## src/rtl/tile_grid_renderer.sv

```systemverilog
// Double-buffered GRID_N x GRID_N tile board renderer with a 2-stage pixel pipeline.
// Optional per-tile change flash is enabled by defining TILE_FLASH_EN.
module tile_grid_renderer #(
  parameter int GRID_N   = 4,
  parameter int IDX_W    = 3,
  parameter int TILE_DIM = 64,
  parameter int MARGIN   = 10,
  parameter int X_OFF    = 40,
  parameter int Y_OFF    = 0,
  parameter int VAL_W    = 4
`ifdef TILE_FLASH_EN
  , parameter int FLASH_FRAMES = 8
`endif
) (
  input  logic             iCLK,
  input  logic             iRST_N,
  input  logic [9:0]       iPX,
  input  logic [9:0]       iPY,
  input  logic             iFRAME_START,
  input  logic             iWR_VALID,
  input  logic [IDX_W-1:0] iWR_ROW,
  input  logic [IDX_W-1:0] iWR_COL,
  input  logic [VAL_W-1:0] iWR_VAL,
  output logic             oWR_READY,
  input  logic             iCLEAR,
  output logic [9:0]       oR,
  output logic [9:0]       oG,
  output logic [9:0]       oB
);

  localparam int PITCH  = TILE_DIM + MARGIN;
  localparam int BOARD  = MARGIN + GRID_N * PITCH;
  localparam int CELLS  = GRID_N * GRID_N;
  localparam int CELL_W = (CELLS > 1) ? $clog2(CELLS) : 1;
  localparam logic [CELL_W-1:0] LAST_CELL = CELL_W'(CELLS - 1);
  localparam logic [29:0] RGB_GAP = {10'h100, 10'h100, 10'h100};

  typedef enum logic {IDLE, CLEAR} state_t;
  typedef enum logic [1:0] {REG_BG, REG_GAP, REG_TILE} region_t;

  state_t                         state_q, state_d;
  logic [CELL_W-1:0]              clr_idx_q, clr_idx_d;
  logic                           pending_q, pending_d;
  logic [CELLS-1:0][VAL_W-1:0]    shadow_q, shadow_d;
  logic [CELLS-1:0][VAL_W-1:0]    display_q, display_d;
  logic                           commit;
  region_t                        region_q, region_d;
  logic [IDX_W-1:0]               row_q, row_d, col_q, col_d;
  logic [29:0]                    rgb_q, rgb_d;
  int                             rx, ry;
  logic                           in_x, in_y, tile_x, tile_y;
  logic [CELL_W-1:0]              rd_idx;

  function automatic logic [29:0] palette(input logic [VAL_W-1:0] v);
    logic [29:0] c;
    case (int'(v))
      0:       c = {10'h0C0, 10'h0C0, 10'h0C0};
      1:       c = {10'h000, 10'h3FF, 10'h3FF};
      2:       c = {10'h3FF, 10'h000, 10'h3FF};
      3:       c = {10'h3FF, 10'h3FF, 10'h000};
      4:       c = {10'h000, 10'h000, 10'h3FF};
      default: c = {10'h3FF, 10'h3FF, 10'h3FF};
    endcase
    return c;
  endfunction

  // Write/clear control and frame-start commit of the shadow grid into the display grid.
  always_comb begin
    state_d   = state_q;
    clr_idx_d = clr_idx_q;
    pending_d = pending_q;
    shadow_d  = shadow_q;
    display_d = display_q;
    commit    = 1'b0;
    oWR_READY = 1'b0;
    case (state_q)
      IDLE: begin
        oWR_READY = iRST_N & ~iFRAME_START & ~iCLEAR;
        if (iCLEAR) begin
          state_d   = CLEAR;
          clr_idx_d = '0;
        end else if (iWR_VALID && oWR_READY &&
                     int'(iWR_ROW) < GRID_N && int'(iWR_COL) < GRID_N) begin
          shadow_d[CELL_W'(int'(iWR_ROW) * GRID_N + int'(iWR_COL))] = iWR_VAL;
        end
        if (iFRAME_START) begin
          display_d = shadow_q;
          commit    = 1'b1;
        end
      end
      CLEAR: begin
        shadow_d[clr_idx_q] = '0;
        clr_idx_d = clr_idx_q + CELL_W'(1);
        if (iFRAME_START) pending_d = 1'b1;
        if (clr_idx_q == LAST_CELL) begin
          state_d   = IDLE;
          clr_idx_d = '0;
          pending_d = 1'b0;
          if (pending_q || iFRAME_START) begin
            display_d = shadow_d;
            commit    = 1'b1;
          end
        end
      end
      default: state_d = IDLE;
    endcase
  end

  // Stage 1: classify the pixel as background, gap or tile and locate the tile.
  always_comb begin
    rx       = int'(iPX) - (X_OFF + MARGIN);
    ry       = int'(iPY) - (Y_OFF + MARGIN);
    in_x     = int'(iPX) >= X_OFF && int'(iPX) < X_OFF + BOARD;
    in_y     = int'(iPY) >= Y_OFF && int'(iPY) < Y_OFF + BOARD;
    tile_x   = rx >= 0 && (rx % PITCH) < TILE_DIM && (rx / PITCH) < GRID_N;
    tile_y   = ry >= 0 && (ry % PITCH) < TILE_DIM && (ry / PITCH) < GRID_N;
    region_d = REG_BG;
    row_d    = '0;
    col_d    = '0;
    if (in_x && in_y) begin
      region_d = REG_GAP;
      if (tile_x && tile_y) begin
        region_d = REG_TILE;
        row_d    = IDX_W'(ry / PITCH);
        col_d    = IDX_W'(rx / PITCH);
      end
    end
  end

`ifdef TILE_FLASH_EN
  localparam int FL_W = $clog2(FLASH_FRAMES + 1);
  logic [CELLS-1:0][FL_W-1:0] flash_q, flash_d;

  // Changed tiles restart their flash countdown; every frame start ticks the rest down.
  always_comb begin
    flash_d = flash_q;
    for (int i = 0; i < CELLS; i++) begin
      if (commit && display_d[i] != display_q[i])
        flash_d[i] = FL_W'(FLASH_FRAMES);
      else if (iFRAME_START && flash_q[i] != '0)
        flash_d[i] = flash_q[i] - FL_W'(1);
    end
  end
`endif

  // Stage 2: look up the display grid and map through the palette.
  always_comb begin
    rd_idx = CELL_W'(int'(row_q) * GRID_N + int'(col_q));
    case (region_q)
      REG_TILE: rgb_d = palette(display_q[rd_idx]);
      REG_GAP:  rgb_d = RGB_GAP;
      default:  rgb_d = '0;
    endcase
`ifdef TILE_FLASH_EN
    if (region_q == REG_TILE && flash_q[rd_idx] != '0) rgb_d = ~rgb_d;
`endif
  end

  always_ff @(posedge iCLK or negedge iRST_N) begin
    if (!iRST_N) begin
      state_q   <= IDLE;
      clr_idx_q <= '0;
      pending_q <= 1'b0;
      shadow_q  <= '0;
      display_q <= '0;
      region_q  <= REG_BG;
      row_q     <= '0;
      col_q     <= '0;
      rgb_q     <= '0;
`ifdef TILE_FLASH_EN
      flash_q   <= '0;
`endif
    end else begin
      state_q   <= state_d;
      clr_idx_q <= clr_idx_d;
      pending_q <= pending_d;
      shadow_q  <= shadow_d;
      display_q <= display_d;
      region_q  <= region_d;
      row_q     <= row_d;
      col_q     <= col_d;
      rgb_q     <= rgb_d;
`ifdef TILE_FLASH_EN
      flash_q   <= flash_d;
`endif
    end
  end

  assign oR = rgb_q[29:20];
  assign oG = rgb_q[19:10];
  assign oB = rgb_q[9:0];

endmodule

```

## config.mk

```make
export PLATFORM = sky130hd
export DESIGN_NAME = tile_grid_renderer
export DESIGN_NICKNAME = d
export VERILOG_FILES = /design/src/rtl/tile_grid_renderer.sv
export SDC_FILE = /design/constraint.sdc
export NUM_CORES = 1
export LEC_CHECK = 0
export ABC_AREA = 1
export ABC_CLOCK_PERIOD_IN_PS = 3800
export BUFFER_PORTS_ARGS = -buffer_cell sky130_fd_sc_hd__buf_2
export CORE_MARGIN = 1
export CORE_UTILIZATION = 45
export DETAILED_ROUTE_END_ITERATION = 8
export GPL_TIMING_DRIVEN = 0
export PLACE_DENSITY = 0.62
export SYNTH_ARGS = -nofsm -noshare
export SYNTH_HDL_FRONTEND = slang
export SYNTH_SLANG_ARGS = --single-unit
```

## constraint.sdc

```tcl
create_clock -name iCLK -period 3.8 [get_ports iCLK]
set_input_delay 0 -clock iCLK [delete_from_list [all_inputs] [get_ports iCLK]]
set_output_delay 0 -clock iCLK [all_outputs]
set_load 0.05 [all_outputs]
```

# Word-level counts from Yosys, hierarchy flattened
# Index checks and enable logic that the tools add are counted.
[op_classes]
add_sub_neg = 5
div = 4
n_lt_le_gt_ge = 16
n_eq_ne = 13
n_mux = 31
n_bitwise = 7
reduce_logical = 18
[ops]
columns = ["op", "count"]
rows = [
  ["two-way mux 64 bit", 5],
  ["one-hot mux 64 bit (2 select lines)", 2],
  ["one-hot mux 30 bit (5 select lines)", 1],
  ["AND 64 bit", 1],
  ["bitwise mux 64 bit", 1],
  ["divider 32 x 8 -> 32 bit, second input constant", 2],
  ["< comparator 32 x 4 -> 1 bit, second input constant", 2],
  ["< comparator 32 x 8 -> 1 bit, second input constant", 2],
  ["modulo 32 x 8 -> 32 bit, second input constant", 2],
  ["inverter 64 bit", 1],
  ["one-hot mux 30 bit (2 select lines)", 1],
  ["demux 4 bit (select 4 bit)", 2],
  [">= comparator 11 x 1 -> 1 bit, second input constant", 2],
  ["< comparator 10 x 9 -> 1 bit, second input constant", 2],
  ["two-way mux 4 bit", 5],
  ["binary-select mux 4 bit (select 4 bit)", 1],
  ["logical AND 1 bit", 12],
  ["subtractor 10 x 4 -> 11 bit, second input constant", 1],
  ["subtractor 10 x 6 -> 11 bit, second input constant", 1],
  [">= comparator 10 x 6 -> 1 bit, second input constant", 1],
  ["< comparator 4 x 5 -> 1 bit, second input constant", 2],
  ["adder 4 x 3 -> 4 bit", 2],
  ["equality test 4 x 2 -> 1 bit, second input constant", 2],
  [">= comparator 4 x 1 -> 1 bit, second input constant", 2],
  ["other kinds (22)", 39],
]
[totals]
regBits = 171
output_inout_bits = 31

# Depth between registers and ports, before layout
# Gate-level depths: netlist of the first run.
[logic_depth]
depth_word = 9
ltp_mapped = 46

# Worst setup path after synthesis of the first run
# No wires, ideal clock.
[synth_timing]
kind = "input port to flip-flop"
from = "in iPX[1]"
to = "reg col_q[0]"
setup_time_ns = 0.071
t_arrival_ns = 3.586
slack_ns = 0.142
cell_stages = 37
cell_sequence = "inv_2 ha_1 inv_1 nand2_1 nand2_4 nor2_1 nor2_1 nand2_1 nand2_2 nand3_2 nand2_1 nand2_1 nand3_1 nand3_2 nand2_2 nand3_4 nand2_1 nand2_2 nor2_4 nand2_4 nand2_8 nand3_1 nand2_1 inv_1 ha_1 or2_2 nor2_1 nand2_1 nand2_1 nand2_2 nor2_2 nand2_1 nand2_1 nand3_1 o21bai_4 nand3_4 nor2_2"
[synth_between]
elab_chain_cells = 8
word_cells_on_any_way = 15
[synth_rtl]
columns = ["element", "line_no", "text"]
rows = [
  ["start, declared", "17", "input logic [9:0] iPX,"],
  ["subtractor 10 x 6 -> 11 bit", "111", "rx = int'(iPX) - (X_OFF + MARGIN);"],
  ["modulo 32 x 8 -> 32 bit", "115", "tile_x = rx >= 0 && (rx % PITCH) < TILE_DIM && (rx / PITCH) < GRID_N;"],
  ["< comparator 32 x 8 -> 1 bit", "115", ""],
  ["logical AND 1 bit (2 in a row)", "115", ""],
  ["logical AND 1 bit", "122", "if (tile_x && tile_y) begin"],
  ["two-way mux 3 bit", "122", ""],
  ["two-way mux 3 bit (*)", "120", "if (in_x && in_y) begin"],
  ["net col_d[0]", "48", "logic [IDX_W-1:0] row_q, row_d, col_q, col_d;"],
  ["end signal, assigned", "181", "col_q <= col_d;"],
  ["end, declared", "48", ""],
]
# Mark *: on every way through the listed nets, which the timed path passes. The rest lies on a longest branch.
# A chain may end at the register's enable or synchronous reset.

# Worst setup path after layout of the first run
[layout_timing]
from = "in iPX[2]"
to = "reg row_q[1]"
[layout_between]
elab_chain_cells = 8
word_cells_on_any_way = 15
[layout_rtl]
columns = ["element", "line_no", "text"]
rows = [
  ["subtractor 10 x 6 -> 11 bit", "111", ""],
  ["modulo 32 x 8 -> 32 bit", "115", ""],
  ["< comparator 32 x 8 -> 1 bit", "115", ""],
  ["logical AND 1 bit (2 in a row)", "115", ""],
  ["logical AND 1 bit", "122", ""],
  ["two-way mux 2 bit", "122", ""],
  ["two-way mux 2 bit (*)", "120", ""],
  ["net row_d[1]", "48", ""],
  ["end signal, assigned", "180", "row_q <= row_d;"],
  ["end, declared", "48", ""],
]
# Marked as above.

==> impl_metrics.toml, run 1 <==
[drt]
firstDrtPassIters = 5
route.vias.total = 8390
dr.first_iter.drc_count = 454
drt_drc_violations_left = 0
route.final.wire_length_um = 23190
viasPerCell = 4.994
wl_per_cell_um = 13.80
post_drt_antenna_nets = 0

[min_path]
worst_hold_path_type = "in -> reg"

[synthesis]
synth_simple_gate_area_frac = 0.3259
synth_cells = 1261
synth.yosys.seq_area_share = 0.4012
synth_warnings = 0
synth_nets = 1318
syn-cell-area_um2 = 9355
synth_xor_area_frac = 0.01953
muxShareOfSynthArea = 0
largest_family_of_logic_cells_by_synthesized_area = "simple AND/OR/NAND/NOR gates"
number_of_distinct_library_cells_after_synthesis = 52
synth-compound-area-share = 0.1166
syn_area_per_cell_um2 = 7.419
synth-adder-area-share = 0.02942
postSynthRegisterBits = 150

[sta]
final_min_period_over_clock_period = 0.9382
report.final.hold_viol_count = 0
setup-violations-final = 0
worst-slew-pin-transition_ns = 0.7060
hold_ws_ns = 0.01344
finalCriticalPeriod_ns = 3.565
finClkSkew_ns = 0.02160
tns_ns = 0
timing.fmax_mhz = 280.5
max_slew_violation_count = 0
max-slew-margin-rel = 0.5294

[power_and_ir_drop]
power.static_leakage_nw = 5.926
vdd.ir_drop.worst_v = 0.0003396
report.power.total_mw = 6.593
power_density_nw_per_um2 = 563.2

[status]
run_status = "complete, no violations"

[clock_tree]
cts_made_buffers = 17
h-tree-depth = 4
clk_transition_reported_paths_ns = 0.06
cts.path.max_buffers = 2
cts_tree = "done"
clockRootBuffer = "clkbuf_16"
worstSkewPairLatency_ns = 0.44
tritoncts_num_sinks = 150

[critical_path]
timing.critical_path.fanout_max = 8
required_ns = 4.17
worst_path_most_repeated_cell = "nand2_2"
arrival_ns = 3.93
worstSetupPathType = "in -> reg"
critical_path_max_stage_delay_ns = 0.26
crit_path_end_kind = "flip-flop"
cp_slowest_cell = "ha_4"
timing.critical_path.from_type = "input port"

[final_layout]
area_overhead_of_the_layout_relative_to_synthesis_pct = 25.13
antennaDiodeCount = 0
number_of_fill_cells = 1883
final_common_cell = "nand2_1"
most-common-layout-cells = "270 x nand2_1, 153 x inv_1, 150 x dfrtp_1, 102 x nor2_1, 101 x o21ai_0"
finish.utilization = 0.5767
layout-drive-gt1-share = 0.2660
fin_nets = 1454

[placed_design]
post-dp-hpwl_um = 16710
place.port_buffers = 65
routabilityCongestion = 0.8350

[floorplanning]
ports_placed_on_the_boundary = 66
die_x_um = 146.2
floorplan.die.height_um = 146.2
design.core.area_um2 = 20300
area_of_the_die_um2 = 21370
initial_core_utilization = 0.4609
core.rowCount = 52

[global_routing]
grt_first_pass_wirelength_um = 38010
largest_net_degree_at_the_start_of_global_routing = 78
grt.overflow.total = 0
antenna_violations_before_repair = 0
grt_util_all_layers = 0.2197
first_global_vias = 7833

[job]
drv.max_cap_violation_count = 0
==> repair_timing <==
item / CTS / global route
resized for setup: 25 / 143
buffers inserted: 7 / 34
endpoints found under the hold margin: 97 / 0
endpoints found under the setup margin: 6 / 6
pin swaps: 11 / 70
cloned: 0 / 1
hold buffers: 9 / 0
==> sequential cells by signal, summed over array words and instances (netlist names) <==
register   cells
clr_idx_q      4
state_q        1
col_q          3
row_q          2
pending_q      1
rgb_q          9
display_q     64
region_q       2
shadow_q      64
==> cell type report <==
| type | count | area (um2) | area share |
|---|---|---|---|
| Buffer | 48 | 277.8 | 0.02373 |
| Clock buffer | 21 | 480.5 | 0.04104 |
| Clock inverter | 11 | 121.4 | 0.01037 |
| Inverter | 187 | 752.0 | 0.06424 |
| Multi-Input combinational cell | 876 | 5155 | 0.4404 |
| Sequential cell | 150 | 3754 | 0.3207 |
| Tap cell | 270 | 337.8 | 0.02886 |
| Timing Repair Buffer | 117 | 828.3 | 0.07076 |
==> worst max-delay path, delay by kind of cell <==
kind / cells / cell delay, ns
simple gates: 27 / 2.68
buf+inv: 6 / 0.62
fa+ha+maj: 1 / 0.26
compound gates: 1 / 0.20
xor+xnor: 1 / 0.16
==> path summary, 6_finish.rpt <==
kind / startpoint / endpoint / slack (ns) / depth (start not counted)
max in group asynchronous: iRST_N / display_q[50]$_DFFE_PN0P_ / 2.83 / 3
max reg2reg: col_q[1]$_DFF_PN0_ / rgb_q[18]$_DFF_PN0_ / 1.07 / 13
min reg2reg: display_q[63]$_DFFE_PN0P_ / display_q[63]$_DFFE_PN0P_ / 0.48 / 2
min: iWR_ROW[2] / shadow_q[12]$_DFFE_PN0P_ / 0.01 / 6
max: iPX[2] / row_q[1]$_DFF_PN0_ / 0.23 / 36
min in group asynchronous: iRST_N / shadow_q[13]$_DFFE_PN0P_ / 0.15 / 2
==> through the flow <==
stage | worst slack, ns | cells | cell area [um2]
final | 0.2348 | 1680 | 11710
after global routing | -0.06855 | 1680 | 11710
after CTS | 0.006303 | 1645 | 10890
after detailed placement | -0.6076 | 1597 | 10050
after global placement | -0.5313 | 1596 | 10020
after floorplan | 0.1423 | 1261 | 9355
==> report_power, final <==
group	switching [mW]	internal, mW	total, mW
registers	0.142	1.88	2.02
clock network	0.654	1.04	1.69
logic	1.88	0.995	2.88
total	2.68	3.91	6.59
==> metal layers <==
layer	GRT usage	share of wire	up-vias
met5	0	0	-
met4	0.07292	0.017	0
met3	0.03500	0.040	26
met2	0.3645	0.49	177
met1	0.2924	0.46	3920
li1	-	-	4267
==> synth_stat cells (all sizes together) <==
library cell    n  share of area
a211oi          2         0.0016
a21o            1        0.00080
a21oi          43          0.026
a22oi           1        0.00080
a31o            1        0.00094
a31oi           1        0.00067
buf            26          0.020
bufinv          1         0.0019
clkbuf         22         0.0088
clkinv          3         0.0015
conb            1        0.00040
dfrtp         150           0.40
ha             22          0.029
inv           183          0.074
nand2         383           0.18
nand3         111          0.071
nand3b          3         0.0024
nand4          11         0.0074
nor2          121          0.058
nor3            7         0.0043
nor3b           1        0.00080
nor4            2         0.0013
o2111ai         1        0.00094
o211ai          7         0.0062
o21a            1        0.00080
o21ai         108          0.058
o21bai          1         0.0020
o221ai          6         0.0056
o22ai          19          0.013
or2             2         0.0013
xnor2           5         0.0047
xor2           15          0.015
==> kinds of logic after synthesis <==
family,after synthesis
adders and majority gates,22
AOI/OAI and AO/OA,192
other,1
and+or+nand+nor,641
xor gates and xnor gates,20
DFF,150
buffers and inverters,235
No activity file was read; power rests on OpenSTA's default activity.
==> inputs of run 2 (changes only) <==
--- a/config.mk
+++ b/config.mk
@@ -9,10 +9,11 @@
 export ABC_CLOCK_PERIOD_IN_PS = 3800
 export BUFFER_PORTS_ARGS = -buffer_cell sky130_fd_sc_hd__buf_2
 export CORE_MARGIN = 1
-export CORE_UTILIZATION = 45
+export CORE_UTILIZATION = 60
 export DETAILED_ROUTE_END_ITERATION = 8
 export GPL_TIMING_DRIVEN = 0
-export PLACE_DENSITY = 0.62
+export PLACE_DENSITY = 0.87
 export SYNTH_ARGS = -nofsm -noshare
 export SYNTH_HDL_FRONTEND = slang
 export SYNTH_SLANG_ARGS = --single-unit
+export TNS_END_PERCENT = 100
==> run 2 against run 1 <==
  * The flow now finishes with violations (negative setup slack)
  * Combinational power barely moved
  * Largest power group unchanged
  * Sequential power about the same
  * Register-to-register slack lost 0.19 ns
  * Sequential cell count unchanged
  * Count of clock-buffer cells in the layout fell by 1
  * Clock skew down 0.017 ns
  * Clock power is essentially flat
==> impl_metrics.toml, run 2 (synthesis results as in run 1) <==
[floorplanning]
floorplan.die.height_um = 126.9
design.core.area_um2 = 15200
initial_core_utilization = 0.6154
ports_placed_on_the_boundary = 66
core.rowCount = 45
area_of_the_die_um2 = 16100
die_x_um = 126.9

[final_layout]
layout-drive-gt1-share = 0.2614
antennaDiodeCount = 0
final_common_cell = "nand2_1"
fin_nets = 1452
reg.largest.list = "display_q: 64 flops, shadow_q: 64 flops, rgb_q: 9 flops"
most-common-layout-cells = "275 x nand2_1, 152 x inv_1, 150 x dfrtp_1, 102 x o21ai_0, 96 x nor2_1"
final_cell_area_um2 = 11510
final-instance-count-excl-fill = 1596
finish.utilization = 0.7572
area_overhead_of_the_layout_relative_to_synthesis_pct = 23.04

[clock_tree]
clockRootBuffer = "clkbuf_16"
clk_transition_reported_paths_ns = 0.06
h-tree-depth = 4
cts.path.max_buffers = 2
worstSkewPairLatency_ns = 0.42
tritoncts_num_sinks = 150
cts_made_buffers = 17
cts_tree = "done"

[critical_path]
timing.critical_path.from_type = "input port"
worst_path_most_repeated_cell = "nand2_2"
required_ns = 4.15
worst_setup_path_startpoint = "iPX[1]"
arrival_ns = 4.46
cp_slowest_cell = "ha_1"
crit-reg2reg-launch = "col_q[1]$_DFF_PN0_"
worstSetupPathType = "in -> reg"
timing.critical_path.fanout_max = 8
critical_path_max_stage_delay_ns = 0.28
crit_path_end_kind = "flip-flop"
path_delay_family = "simple AND/OR/NAND/NOR gates"
critical_path.n_buffers_inverters = 6

[global_routing]
largest_net_degree_at_the_start_of_global_routing = 107
first_global_vias = 8299
grt.overflow.total = 0
grt_first_pass_wirelength_um = 37870
grt_util_all_layers = 0.2951
antenna_violations_before_repair = 0

[sta]
finClkSkew_ns = 0.004867
max_slew_violation_count = 0
final_min_period_over_clock_period = 1.083
layout_setup_ws_ns = -0.3171
worst-slew-pin-transition_ns = 0.7288
setup-violations-final = 6
tns_ns = -1.557
hold_ws_ns = 0.01982
max-slew-margin-rel = 0.5112
timing.fmax_mhz = 242.9
finalCriticalPeriod_ns = 4.117
report.final.hold_viol_count = 0

[status]
run_status = "finished with violations"
failed_checks = "negative setup slack"

[placed_design]
standard_cell_area_after_detailed_placement_um2 = 9950
placed_cells = 1515
place.port_buffers = 65
routabilityCongestion = 0.8448
post-dp-hpwl_um = 16390
place_ws_ns = -0.5360

[drt]
route.vias.total = 9530
firstDrtPassIters = 6
wl_per_cell_um = 17.54
dr.first_iter.drc_count = 1216
drt_drc_violations_left = 0
viasPerCell = 5.971
post_drt_antenna_nets = 0
route.final.wire_length_um = 27990

[min_path]
worst_hold_path_type = "in -> reg"
hp-start = "iWR_COL[1]"

[power_and_ir_drop]
netSwitchingPower_mw = 2.770
report.power.total_mw = 6.629
power_density_nw_per_um2 = 575.9
vdd.ir_drop.worst_v = 0.0003152
power.static_leakage_nw = 5.859
power.share.switching = 0.4179
clockPowerShare = 0.257
p_comb_frac = 0.435
pwr-share-seq = 0.307
internal-power_mw = 3.859

[job]
drv.max_cap_violation_count = 0
==> run 2: changes by cell type in the layout (fill, tap and decap cells not counted), moves of 3 or more <==
cell	delta
clkbuf_8	-3
nand3_2	-8
nor2_1	-6
nand3_4	+4
nor2_2	+4
nand2_4	-5
nand3_1	+4
nand2_1	+5
inv_2	+3
==> run 2: layer usage <==
layer | up-vias | track usage | part of all wire | routed length, um
li1 | 4267 | - | - | -
met1 | 4414 | 0.3360 | 0.35 | 9758
met2 | 616 | 0.5330 | 0.50 | 13870
met3 | 233 | 0.05399 | 0.077 | 2161
met4 | 0 | 0.1436 | 0.079 | 2205
met5 | - | 0 | 0 | 0
==> run 2: power by group through the flow <==
stage                     Sequential (mW)  Clock (mW)  Combinational, mW
after global routing                 2.06        1.78               3.14
after floorplan                      2.01           0               1.86
final                                2.04        1.71               2.89
after detailed placement             2.05           0               2.41
after CTS                            2.03        1.70               2.47
after global placement               2.04           0               2.32
==> run 2: layout make-up <==
class	instances	area, um2
multi-input combinational	876	5137
buffer	48	274.0
clock inverter	12	152.6
clock buffer	20	446.7
inverter	187	742.0
sequential	150	3754
fill	1007	3691
tap	188	235.2
timing repair buffer	115	769.5
==> run 2: path summary, 6_finish.rpt <==
path / endpoint / slack, ns / cells past startpoint
max reg2reg: rgb_q[27]$_DFF_PN0_ / 0.88 / 12
min: shadow_q[11]$_DFFE_PN0P_ / 0.02 / 5
min reg2reg: display_q[47]$_DFFE_PN0P_ / 0.47 / 2
min in group asynchronous: clr_idx_q[2]$_DFFE_PN0P_ / 0.07 / 2
max in group asynchronous: shadow_q[46]$_DFFE_PN0P_ / 2.89 / 3
max: col_q[1]$_DFF_PN0_ / -0.32 / 36
==> run 2: repair_timing <==
item | 4_1_cts | 5_1_grt
setup endpoints to repair | 6 | 6
resized for setup | 13 | 141
pin swaps | 3 | 68
hold buffers | 8 | 0
endpoints found under the hold margin | 112 | 0
buffers inserted | 1 | 40
==> run 2: tightest hold or removal path: stages <==
cell     delay, ns
buf_2         0.13
nand2_1       0.07
inv_1         0.05
nand2_1       0.07
o21ai_0       0.07
